`config.mk`:
```
export PLATFORM = sky130hd
export DESIGN_NAME = morse_letter_assembler_flat
export DESIGN_NICKNAME = d
export VERILOG_FILES = /design/src/rtl/morse_pkg.sv /design/src/rtl/morse_letter_assembler_if.sv /design/src/rtl/morse_event_detect.sv /design/src/rtl/morse_letter_assembler.sv /design/src/flat_wrapper.sv
export SDC_FILE = /design/constraint.sdc
export NUM_CORES = 1
export LEC_CHECK = 0
export ABC_CLOCK_PERIOD_IN_PS = 2320
export CAP_MARGIN = 10
export CORE_MARGIN = 3
export CORE_UTILIZATION = 52
export CTS_CLUSTER_SIZE = 25
export DETAILED_ROUTE_END_ITERATION = 16
export PLACE_DENSITY = 0.87
export SLEW_MARGIN = 5
export SYNTH_ARGS = -nofsm -noshare
export SYNTH_HDL_FRONTEND = slang
export SYNTH_SLANG_ARGS = --single-unit
```
`constraint.sdc`:
```
create_clock -name clk -period 2.32 [get_ports clk]
set_clock_uncertainty 0.1 [all_clocks]
set_input_delay 0.348 -clock clk [delete_from_list [all_inputs] [get_ports clk]]
set_output_delay 0.348 -clock clk [all_outputs]
set_load 0.03 [all_outputs]
```
`src/rtl/morse_pkg.sv`:
```
// Shared definitions for the Morse receive chain: classification codes
// produced by the dit counter and the letter-build state encoding.
package morse_pkg;

  // Element/gap classification codes. Codes 5..7 carry no meaning.
  localparam logic [2:0] MC_NONE = 3'd0;
  localparam logic [2:0] MC_DIT  = 3'd1;
  localparam logic [2:0] MC_DAH  = 3'd2;
  localparam logic [2:0] MC_LGAP = 3'd3;
  localparam logic [2:0] MC_WGAP = 3'd4;

  // IDLE: nothing collected and no error pending.
  // BUILD: at least one element collected, or the letter has overflowed.
  typedef enum logic {
    ST_IDLE  = 1'b0,
    ST_BUILD = 1'b1
  } bld_state_t;

  // True for the codes that close a letter.
  function automatic logic is_gap(input logic [2:0] code);
    return (code == MC_LGAP) || (code == MC_WGAP);
  endfunction

endpackage

```
`src/rtl/morse_letter_assembler_if.sv`:
```
// Symbol output channel from the letter assembler to the character decoder.
//
// Handshake: the master raises sym_valid when a symbol is held and keeps
// sym_pattern/sym_len/sym_space stable until a rising edge where both
// sym_valid and sym_ready are high; that edge is the transfer. sym_valid never
// depends combinationally on sym_ready.
interface morse_letter_assembler_if #(
  parameter int MAXLEN = 6
) ();
  logic [MAXLEN-1:0] sym_pattern;
  logic [2:0]        sym_len;
  logic              sym_space;
  logic              sym_valid;
  logic              sym_ready;

  modport master (
    output sym_pattern,
    output sym_len,
    output sym_space,
    output sym_valid,
    input  sym_ready
  );

  modport slave (
    input  sym_pattern,
    input  sym_len,
    input  sym_space,
    input  sym_valid,
    output sym_ready
  );
endinterface

```
`src/rtl/morse_event_detect.sv`:
```
// Input register pair and edge-style event decode for the classification
// stream. A code held for many cycles produces a single event; repeating a
// code needs a different code in between.
module morse_event_detect
  import morse_pkg::*;
(
  input  logic       clk,
  input  logic       reset,
  input  logic [2:0] ditsdahs,
  output logic       ev_elem,
  output logic       ev_dah,
  output logic       ev_lgap,
  output logic       ev_wgap
);

  logic [2:0] code_q;
  logic [2:0] prev_q;
  logic       changed;

  // Register the incoming code and keep the previous one for change detect.
  always_ff @(posedge clk or posedge reset) begin
    if (reset) begin
      code_q <= MC_NONE;
      prev_q <= MC_NONE;
    end else begin
      code_q <= ditsdahs;
      prev_q <= code_q;
    end
  end

  // Decode an event whenever a meaningful code appears for the first cycle.
  always_comb begin
    changed = (code_q != prev_q);
    ev_elem = changed && ((code_q == MC_DIT) || (code_q == MC_DAH));
    ev_dah  = changed && (code_q == MC_DAH);
    ev_lgap = changed && (code_q == MC_LGAP);
    ev_wgap = changed && (code_q == MC_WGAP);
  end

endmodule

```
`src/rtl/morse_letter_assembler.sv`:
```
// Collects dits/dahs into a pattern, closes the letter on a gap and presents
// it through a single-entry valid/ready buffer together with a word-space
// flag. Letters longer than MAXLEN (legal 1..7) are discarded and flagged.
module morse_letter_assembler
  import morse_pkg::*;
#(
  parameter int MAXLEN = 6
) (
  input  logic                     clk,
  input  logic                     reset,
  input  logic [2:0]               ditsdahs,
  morse_letter_assembler_if.master sym,
  output logic                     overflow,
  output logic                     lost,
  output bld_state_t               state
);

  localparam logic [2:0] LEN_MAX = 3'(MAXLEN);

  logic ev_elem, ev_dah, ev_lgap, ev_wgap;

  morse_event_detect u_event_detect (
    .clk      (clk),
    .reset    (reset),
    .ditsdahs (ditsdahs),
    .ev_elem  (ev_elem),
    .ev_dah   (ev_dah),
    .ev_lgap  (ev_lgap),
    .ev_wgap  (ev_wgap)
  );

  // Build state
  bld_state_t        state_q, state_d;
  logic [MAXLEN-1:0] bld_pat, pat_d;
  logic [2:0]        bld_len, len_d;
  logic              bld_err, err_d;

  // Output buffer and flags
  logic [MAXLEN-1:0] buf_pat;
  logic [2:0]        buf_len;
  logic              buf_space;
  logic              buf_valid;
  logic              last_space;

  // Symbol produced this cycle
  logic              emit;
  logic [MAXLEN-1:0] emit_pat;
  logic [2:0]        emit_len;
  logic              emit_space;
  logic              ovf_d;
  logic              load;
  logic              drop;

  assign state = state_q;

  // Next build state and the symbol (if any) closed by this cycle's event.
  always_comb begin
    state_d    = state_q;
    pat_d      = bld_pat;
    len_d      = bld_len;
    err_d      = bld_err;
    emit       = 1'b0;
    emit_pat   = '0;
    emit_len   = 3'd0;
    emit_space = 1'b0;
    ovf_d      = 1'b0;

    if (ev_elem) begin
      if (bld_len < LEN_MAX) begin
        pat_d    = bld_pat << 1;
        pat_d[0] = ev_dah;
        len_d    = bld_len + 3'd1;
      end else begin
        err_d = 1'b1;
      end
      state_d = ST_BUILD;
    end else if (ev_lgap || ev_wgap) begin
      if (state_q == ST_BUILD) begin
        if (bld_err) begin
          // Over-long letter: report it and drop it, word space included.
          ovf_d = 1'b1;
        end else begin
          emit       = 1'b1;
          emit_pat   = bld_pat;
          emit_len   = bld_len;
          emit_space = ev_wgap;
        end
      end else if (ev_wgap && !last_space) begin
        // Bare word space; suppressed at start and after another space.
        emit       = 1'b1;
        emit_space = 1'b1;
      end
      state_d = ST_IDLE;
      pat_d   = '0;
      len_d   = 3'd0;
      err_d   = 1'b0;
    end

    // The buffer accepts when empty or when it drains on the same edge.
    load = emit && (!buf_valid || sym.sym_ready);
    drop = emit && !load;
  end

  // Build registers, output buffer and one-cycle status pulses.
  always_ff @(posedge clk or posedge reset) begin
    if (reset) begin
      state_q    <= ST_IDLE;
      bld_pat    <= '0;
      bld_len    <= 3'd0;
      bld_err    <= 1'b0;
      buf_pat    <= '0;
      buf_len    <= 3'd0;
      buf_space  <= 1'b0;
      buf_valid  <= 1'b0;
      last_space <= 1'b1;
      overflow   <= 1'b0;
      lost       <= 1'b0;
    end else begin
      state_q  <= state_d;
      bld_pat  <= pat_d;
      bld_len  <= len_d;
      bld_err  <= err_d;
      overflow <= ovf_d;
      lost     <= drop;
      if (load) begin
        buf_pat    <= emit_pat;
        buf_len    <= emit_len;
        buf_space  <= emit_space;
        buf_valid  <= 1'b1;
        last_space <= emit_space;
      end else if (buf_valid && sym.sym_ready) begin
        buf_valid <= 1'b0;
      end
    end
  end

  assign sym.sym_pattern = buf_pat;
  assign sym.sym_len     = buf_len;
  assign sym.sym_space   = buf_space;
  assign sym.sym_valid   = buf_valid;

endmodule

```
`src/flat_wrapper.sv`:
```
// flat-port wrapper written by rule: the top's interface ports become plain ports
module morse_letter_assembler_flat import morse_pkg::*;
#(
  parameter int MAXLEN = 6
)
  (clk, reset, ditsdahs, overflow, lost, state, sym_sym_pattern, sym_sym_len, sym_sym_space, sym_sym_valid, sym_sym_ready);
  morse_letter_assembler_if #(.MAXLEN(MAXLEN)) sym_i ();
  input  logic clk;
  input  logic reset;
  input  logic [2:0] ditsdahs;
  output logic overflow;
  output logic lost;
  output bld_state_t state;
  output wire logic [$bits(sym_i.sym_pattern)-1:0] sym_sym_pattern;
  output wire logic [$bits(sym_i.sym_len)-1:0] sym_sym_len;
  output wire logic [$bits(sym_i.sym_space)-1:0] sym_sym_space;
  output wire logic [$bits(sym_i.sym_valid)-1:0] sym_sym_valid;
  input wire logic [$bits(sym_i.sym_ready)-1:0] sym_sym_ready;
  assign sym_sym_pattern = sym_i.sym_pattern;
  assign sym_sym_len = sym_i.sym_len;
  assign sym_sym_space = sym_i.sym_space;
  assign sym_sym_valid = sym_i.sym_valid;
  assign sym_i.sym_ready = sym_sym_ready;
  morse_letter_assembler #(.MAXLEN(MAXLEN)) u_core (.clk(clk), .reset(reset), .ditsdahs(ditsdahs), .sym(sym_i), .overflow(overflow), .lost(lost), .state(state));
endmodule
```
=== Yosys cells after proc, flatten, opt, wreduce, memory -nomap -nowiden ===
Cells that the tools add are included.

* Register bits after elaboration: 31
* Input bits: 6
* Output and inout port bits: 14
* Logic and storage cells: 73

* $add $sub $neg: 1
* Order comparisons: 1
* Eq/ne operators: 7
* Multiplexer cells: 33
* Reductions and logical operators: 18

{| class="wikitable"
|+ Operators by type and width
! kind !! number
|-
| $mux W6 || 7
|-
| $mux W3 || 7
|-
| $mux W1 || 19
|-
| $logic_and A1 B1 Y1 || 8
|-
| $eq A3 B2 Y1 const B || 2
|-
| $ne A2 B2 Y1 const B || 2
|-
| $reduce_and A2 Y1 || 2
|-
| $reduce_bool A2 Y1 || 2
|-
| $add A3 B1 Y3 const B || 1
|-
| $eq A3 B1 Y1 const B || 1
|-
| $eq A3 B3 Y1 const B || 1
|-
| $logic_not A1 Y1 || 3
|-
| $logic_or A1 B1 Y1 || 3
|-
| $lt A3 B3 Y1 const B || 1
|-
| $ne A3 B3 Y1 || 1
|}

=== Longest topological paths before layout ===
Gate-level depths: netlist of run 1.

* Depth in word-level cells: 10
* Gate-level depth with buffers: 5
* Mapped depth without buffers: 4

=== By module ===
From an unflattened synthesis of run 1, not the netlist that was laid out.

* Cells, all modules: 106
* Area total of the unflattened synthesis: 1285.0 um^2

{| class="wikitable"
|+ Modules (own cells, without submodules)
! module !! times used !! cells an instance !! area each (um^2) !! seq. area each (um^2)
|-
| morse_letter_assembler || 1 || 89 || 1053.5 || 626.9
|-
| morse_event_detect || 1 || 17 || 231.5 || 150.1
|}

=== Worst setup path before layout of run 1 ===
OpenSTA, ideal clock, no wires.

* Path kind: reg2reg
* Start point: register u_core.u_event_detect.code_q[2]
* End point: register u_core.last_space
* Library setup time: 0.085 ns
* Data arrival time: 1.714 ns
* Data required time: 2.135 ns
* Slack: 0.421 ns
* Cell stages (with the launch flop): 6
* Path buffers: 1
* Clock period less this slack: 1.899 ns
* Cells stage by stage: dfrtp_1 > or3b_4 > o41ai_2 > and3_1 > buf_6 > mux2_1

* Cells in the longest elaborated chain, start to end: 8
* Elaborated cells between the ends (all ways): 20
* Those cells by class: eq/ne (5); mux (8); reduce/logical (7)

{| class="wikitable"
|+ Ends and longest elaborated chain
! item !! RTL line !! text
|-
| from (decl) || morse_event_detect.sv:16 || <nowiki>logic [2:0] code_q;</nowiki>
|-
| from (signal assigned) || morse_event_detect.sv:26 || <nowiki>code_q <= ditsdahs;</nowiki>
|-
| $ne A3 B3 Y1 / $eq A3 B3 Y1 (equally long branches) || morse_event_detect.sv:33, morse_event_detect.sv:37 ||
|-
| $logic_and A1 B1 Y1 || morse_event_detect.sv:37 || <nowiki>ev_wgap = changed && (code_q == MC_WGAP);</nowiki>
|-
| $logic_and A1 B1 Y1 || morse_letter_assembler.sv:88 || <nowiki>end else if (ev_wgap && !last_space) begin</nowiki>
|-
| $mux W1 || morse_letter_assembler.sv:88 ||
|-
| $mux W1 || morse_letter_assembler.sv:78 || <nowiki>if (state_q == ST_BUILD) begin</nowiki>
|-
| $mux W1 || morse_letter_assembler.sv:77 || <nowiki>end else if (ev_lgap || ev_wgap) begin</nowiki>
|-
| $mux W1 || morse_letter_assembler.sv:68 || <nowiki>if (ev_elem) begin</nowiki>
|-
| $logic_and A1 B1 Y1 || morse_letter_assembler.sv:100 || <nowiki>load = emit && (!buf_valid || sym.sym_ready);</nowiki>
|-
| to (signal assigned) || morse_letter_assembler.sv:130 || <nowiki>last_space <= emit_space;</nowiki>
|-
| to (decl) || morse_letter_assembler.sv:43 || <nowiki>logic last_space;</nowiki>
|}

Several ways; a longest one is shown, not always the timed one.
A chain may end at the register's enable or synchronous reset.

=== Final worst setup path of run 1 ===
* Start point: register u_core.u_event_detect.code_q[2]
* End point: register u_core.buf_space, in the netlist u_core.sym.sym_space

* Cells in the longest elaborated chain, start to end: 8
* Elaborated cells between the ends (all ways): 20
* Those cells by class: eq/ne (5); mux (8); reduce/logical (7)

{| class="wikitable"
|+ Ends and longest elaborated chain
! item !! RTL line !! text
|-
| $ne A3 B3 Y1 / $eq A3 B3 Y1 (equally long branches) || morse_event_detect.sv:33, morse_event_detect.sv:37 ||
|-
| $logic_and A1 B1 Y1 || morse_event_detect.sv:37 ||
|-
| $logic_and A1 B1 Y1 || morse_letter_assembler.sv:88 ||
|-
| $mux W1 || morse_letter_assembler.sv:88 ||
|-
| $mux W1 || morse_letter_assembler.sv:78 ||
|-
| $mux W1 || morse_letter_assembler.sv:77 ||
|-
| $mux W1 || morse_letter_assembler.sv:68 ||
|-
| $logic_and A1 B1 Y1 || morse_letter_assembler.sv:100 ||
|-
| to (signal assigned) || morse_letter_assembler.sv:128 || <nowiki>buf_space <= emit_space;</nowiki>
|-
| to (decl) || morse_letter_assembler.sv:41 || <nowiki>logic buf_space;</nowiki>
|}

Several ways; a longest one is shown, not always the timed one.

==> results of run 1 <==
flip-flops by register name (all words and copies together), names as in the netlist:
register,cells
u_core.bld_err,1
u_core.bld_len,3
u_core.bld_pat,6
u_core.last_space,1
u_core.lost,1
u_core.overflow,1
u_core.state,1
u_core.sym.sym_len,3
u_core.sym.sym_pattern,6
u_core.sym.sym_space,1
u_core.sym.sym_valid,1
u_core.u_event_detect.code_q,3
u_core.u_event_detect.prev_q,3
routing by layer:
metal / wire length, µm / part of all wire, % / vias to the layer above / track usage (%)
met1: 1130 / 44 / 464 / 22.1
li1: - / - / 475 / -
met4: 46 / 1.8 / 0 / 8.28
met5: 0 / 0 / - / 0
met2: 1230 / 48 / 38 / 27.7
met3: 163 / 6.4 / 5 / 7.82
power by group:
| group | internal [mW] | total, mW | switching (mW) |
|---|---|---|---|
| Sequential | 0.630 | 0.703 | 0.0728 |
| Combinational | 0.165 | 0.387 | 0.222 |
| Clock | 0.254 | 0.441 | 0.187 |
| Total | 1.05 | 1.53 | 0.482 |
cell families (layout without fill, tap and decap cells):
group | count (synthesis) | in the layout
multiplexers | 6 | 6
AO/OA/AOI/OAI | 30 | 30
XOR/XNOR | 1 | 1
buffers and inverters | 19 | 46
flip-flops | 31 | 31
AND/OR/NAND/NOR | 31 | 31
adder cells (fa/ha/maj) | 1 | 1
worst max-delay path, cell delays in order, from the launching register on:
cell	delay, ps
dfrtp_1	500
or3b_4	450
o41ai_2	250
and3_1	270
mux2_2	350
worst paths after layout:
| kind | slack (ps) | cells past startpoint | startpoint | end |
|---|---|---|---|---|
| setup / recovery | 300 | 4 | u_core.u_event_detect.code_q[2] | u_core.sym.sym_space |
| hold / removal | 190 | 2 | reset | u_core.lost |
| setup reg to reg | 300 | 4 | u_core.u_event_detect.code_q[2] | u_core.sym.sym_space |
| hold reg to reg | 390 | 0 | u_core.u_event_detect.code_q[0] | u_core.u_event_detect.prev_q[0] |
| max in group asynchronous | 1300 | 3 | reset | u_core.u_event_detect.code_q[1] |
| min in group clk | 350 | 1 | ditsdahs[0] | u_core.u_event_detect.code_q[0] |
through the flow:
| stage | worst slack (ps) | utilization (%) | cell area (µm²) |
|---|---|---|---|
| 2_1_floorplan | 421 | - | 1340 |
| 3_3_place_gp | 414 | 67.8 | 1570 |
| 3_5_place_dp | 317 | 67.8 | 1570 |
| 4_1_cts | 307 | 71.5 | 1660 |
| 5_1_grt | 186 | 71.5 | 1660 |
| 6_report | 298 | 71.5 | 1660 |
cell usage in the layout, fill, tap and decap left out, types with 2 or more instances in the layout:
cell type and n:
nand2_1 3, a21o_1 2, o21ai_0 15, o211ai_1 4
nand2b_1 3, clkbuf_4 5, mux2i_1 2, buf_4 4
nor2_1 6, clkdlybuf4s50_1 19, and3_1 2, dfrtp_1 30
nor2b_1 2, mux2_2 3, inv_1 15, nand4_1 9
cell type report:
type / instances / share of cell area (%)
tap: 28 / 2.11
clock inverter: 2 / 2.11
clock buffer: 6 / 3.09
sequential: 31 / 46.9
inverter: 15 / 3.40
multi-input combinational: 69 / 29.1
timing repair buffer: 23 / 13.3
==> flow_summary.json, run 1 <==
{
  "run_status": "completed",
  "yosysTopAreaCellShare_pct": 56.0,
  "ys_top_cells_by_area": "dfrtp_1 56%, o21ai_0 5.6%, inv_1 4.2%, nand4_1 4.2%, mux2_2 2.5%",
  "synth_area_per_cell_um2": 11.3,
  "yosysSeqAreaShare_pct": 58.0,
  "vias_per_cell": 5.64,
  "fin_crit_ps": 2020,
  "synth_warnings": 0,
  "route.detailed.drc": 0,
  "gp_congestion": 0.782,
  "synthesis.area_um2": 1340,
  "cp-start-kind": "flop",
  "dp.cells": 166,
  "grt_max_degree": 21,
  "vdd_drop_max_uv": 810,
  "initial_core_util_pct": 57.8,
  "async_reset_ff_share_pct": 100,
  "hold_viol": 0,
  "coreArea_um2": 2320,
  "clk_latency_ps": 340,
  "post_cts_buffers": 0,
  "synth_adder_area_share_pct": 0.934,
  "finalPower_mw": 1.53,
  "synth-edff-count": 0,
  "worstMarginPinSlew_ps": 606,
  "cp_max_fo": 8,
  "die_h_um": 56.8,
  "cts_htree_levels": 2,
  "rows": 17,
  "synth_compound_area_share_pct": 15.6,
  "fin_nets": 152,
  "cts_hold_buf": 0,
  "fillers": 169,
  "hpwl_mm": 1.87,
  "critical_path_class": "reg -> reg",
  "synth.area.mux_share_pct": 4.86,
  "ys_seq_elements": 31,
  "rsz0062_at_grt": "no",
  "ys_top_cells_by_count": "30 x dfrtp_1, 15 x inv_1, 15 x o21ai_0",
  "finalMaxSlewViolations": 0,
  "yosys.area_share.simple_pct": 14.0,
  "final-seq-area_um2": 777,
  "finalHoldWorstSlack_ps": 192,
  "ios": 20,
  "numPortBuffers": 19,
  "drv_cap": 0,
  "finalNonFillerCells": 174,
  "synth_top_family_by_area": "compound AO/OA/AOI/OAI gates",
  "diodes": 0,
  "cellPowerDensity_nw_per_um2": 923,
  "clockBufferDepth": 2,
  "min_path_type": "in -> async",
  "worstPathRequired_ps": 2460,
  "drtIter0Drc": 21,
  "end_kind": "flop",
  "drive_above_1_share_pct": 14.4,
  "fin_crit_sh_pct": 87.2,
  "vias": 982,
  "yosysTopAreaCell": "dfrtp_1",
  "ys_types": 35,
  "synth_xor_area_share_pct": 0.654,
  "grt_pass1_vias": 945,
  "fin_tns_setup_ps": 0,
  "area.growth.synth_to_final_pct": 23.7,
  "wl_mm": 2.56,
  "syn-instance-count": 119,
  "wl_per_cell_um": 14.7,
  "synth_ff_type": "dfrtp_1",
  "setup_viol": 0,
  "cts_buffers": 5,
  "dieArea_um2": 3220,
  "slew_headroom_pct": 59.5,
  "synth_fp_nets": 126,
  "clkSlewWorstSetupHoldPaths_ps": 100,
  "grt_usage_pct": 18.1,
  "fmax_mhz": 495,
  "die_w_um": 56.8,
  "p_leak_nw": 0.735,
  "overflow": 0,
  "yosysMostFrequentCell": "dfrtp_1",
  "cp.arrival_ps": 2160,
  "clock_sinks": 31,
  "multi_input_area_um2": 483,
  "cts_resized": 0,
  "antenna_found_initial": 0,
  "first_pass_iters": 4,
  "cts-root-buf": "clkbuf_4",
  "antenna_left": 0,
  "grt_pass1_wl_mm": 4.43,
  "cts_tree": "yes"
}
Power figures use the tool's default switching activity.
==> run 2: changes to the inputs <==
--- a/config.mk
+++ b/config.mk
@@ -5,13 +5,12 @@
 export SDC_FILE = /design/constraint.sdc
 export NUM_CORES = 1
 export LEC_CHECK = 0
-export ABC_CLOCK_PERIOD_IN_PS = 2320
-export CAP_MARGIN = 10
+export ABC_CLOCK_PERIOD_IN_PS = 2500
 export CORE_MARGIN = 3
-export CORE_UTILIZATION = 52
+export CORE_UTILIZATION = 56
 export CTS_CLUSTER_SIZE = 25
 export DETAILED_ROUTE_END_ITERATION = 16
-export PLACE_DENSITY = 0.87
+export PLACE_DENSITY = 0.92
 export SLEW_MARGIN = 5
 export SYNTH_ARGS = -nofsm -noshare
 export SYNTH_HDL_FRONTEND = slang
==> constraint.sdc (replaced) <==
create_clock -name clk -period 2.5 [get_ports clk]
set_clock_uncertainty 0.1 [all_clocks]
set_input_delay 0.375 -clock clk [delete_from_list [all_inputs] [get_ports clk]]
set_output_delay 0.375 -clock clk [all_outputs]
set_load 0.03 [all_outputs]
==> flow_summary.json, run 2 (synthesis results as in run 1) <==
{
  "run_status": "completed",
  "die_w_um": 54.9,
  "cts_tree": "yes",
  "critPathLaunch": "u_core.u_event_detect.code_q[2]",
  "cellPowerDensity_nw_per_um2": 791,
  "end_kind": "flop",
  "drtIter0Drc": 24,
  "initial_core_util_pct": 60.0,
  "p_comb_share_pct": 27.8,
  "clk_latency_ps": 330,
  "r2r_cells": 4,
  "r2r-end": "u_core.sym.sym_space",
  "final_common_cell": "dfrtp_1",
  "diodes": 0,
  "worstPathRequired_ps": 2610,
  "wl_mm": 2.72,
  "clkSlewWorstSetupHoldPaths_ps": 90,
  "vias": 1004,
  "fin_tns_setup_ps": 0,
  "min_path_type": "in -> async",
  "numPortBuffers": 19,
  "clockBufferDepth": 2,
  "slew_headroom_pct": 60.2,
  "rows": 17,
  "grt_pass1_wl_mm": 4.42,
  "die_h_um": 54.9,
  "fin_nets": 151,
  "r2r_slack_ps": 320,
  "cts_resized": 0,
  "ios": 20,
  "worstMarginPinSlew_ps": 596,
  "antenna_left": 0,
  "finalPower_mw": 1.28,
  "fin_crit_ps": 2180,
  "route.detailed.drc": 0,
  "cp-start-kind": "flop",
  "hold_viol": 0,
  "p_sw_uw": 428,
  "p_clk_share_pct": 20.9,
  "final_cell_mix": "30 x dfrtp_1, 19 x clkdlybuf4s50_1, 15 x o21ai_0, 15 x inv_1, 9 x nand4_1",
  "hpwl_mm": 1.95,
  "overflow": 0,
  "coreArea_um2": 2230,
  "timing.rr.start": "u_core.u_event_detect.code_q[2]",
  "rsz0062_at_grt": "no",
  "endpoint": "u_core.sym.sym_space",
  "drive_above_1_share_pct": 11.7,
  "clock_sinks": 31,
  "fmax_mhz": 459,
  "wl_per_cell_um": 15.7,
  "cts_hold_buf": 0,
  "vias_per_cell": 5.80,
  "dieArea_um2": 3020,
  "post_cts_buffers": 0,
  "drv_cap": 0,
  "gp_congestion": 0.770,
  "cp_max_fo": 11,
  "finalMaxSlewViolations": 0,
  "antenna_found_initial": 0,
  "fin_crit_sh_pct": 87.1,
  "cts_htree_levels": 2,
  "p_sw_share_pct": 33.6,
  "grt_usage_pct": 22.0,
  "p_leak_nw": 0.708,
  "grt_max_degree": 32,
  "cp.arrival_ps": 2290,
  "vdd_drop_max_uv": 477,
  "cts-root-buf": "clkbuf_4",
  "area.growth.synth_to_final_pct": 20.4,
  "critical_path_class": "reg -> reg",
  "first_pass_iters": 4,
  "power.internal_uw": 848,
  "setup_viol": 0,
  "power_frac_seq_pct": 51.3,
  "grt_pass1_vias": 968,
  "cts_buffers": 5
}
==> run 2: metrics by stage <==
| stage | hold slack [ps] | area, µm² | setup slack, ps | util [%] | std cells |
|---|---|---|---|---|---|
| 2_1_floorplan | 306 | 1340 | 601 | - | 119 |
| 3_3_place_gp | 346 | 1560 | 432 | 70.0 | 165 |
| 3_5_place_dp | 368 | 1560 | 366 | 70.0 | 165 |
| 4_1_cts | 321 | 1610 | 345 | 72.2 | 173 |
| 5_1_grt | 345 | 1610 | 206 | 72.2 | 173 |
| 6_report | 323 | 1610 | 322 | 72.2 | 173 |
==> run 2: critical path, stage by stage, from the launching register on <==
cell and delay, ps:
dfrtp_1 490, or3b_4 450, o41ai_2 260, and3_1 400, mux2_2 370
==> run 2: worst min-delay path by stage <==
stage,start,end,slack (ps)
2_1_floorplan,ditsdahs[0],u_core.u_event_detect.code_q[0],310
3_3_place_gp,u_core.u_event_detect.code_q[0],u_core.u_event_detect.prev_q[0],350
3_5_place_dp,u_core.u_event_detect.code_q[0],u_core.u_event_detect.prev_q[0],370
4_1_cts,reset,u_core.bld_len[1],320
5_1_grt,reset,u_core.bld_len[0],340
6_report,reset,u_core.bld_pat[4],320
==> run 2: routing by layer <==
layer	routed length [µm]	global-route usage, %
met1	1080	25.2
met2	1380	35.6
met3	189	8.85
met4	67	10.9
met5	0	0
==> run 2: power groups by stage <==
stage	Combinational [mW]	Clock, mW	Sequential [mW]
3_3_place_gp	0.346	0	0.653
3_5_place_dp	0.356	0	0.661
2_1_floorplan	0.133	0	0.738
5_1_grt	0.385	0.304	0.665
4_1_cts	0.358	0.275	0.654
6_report	0.355	0.267	0.655
==> run 2: final cells by class <==
| cell class | instances | area (µm²) |
|---|---|---|
| multi-input cells | 69 | 483 |
| flip-flops and latches | 31 | 777 |
| inverters | 15 | 56.3 |
| fillers | 167 | 621 |
| clock buffers | 8 | 48.8 |
| well taps | 28 | 35.0 |
| repair buffers | 22 | 213 |
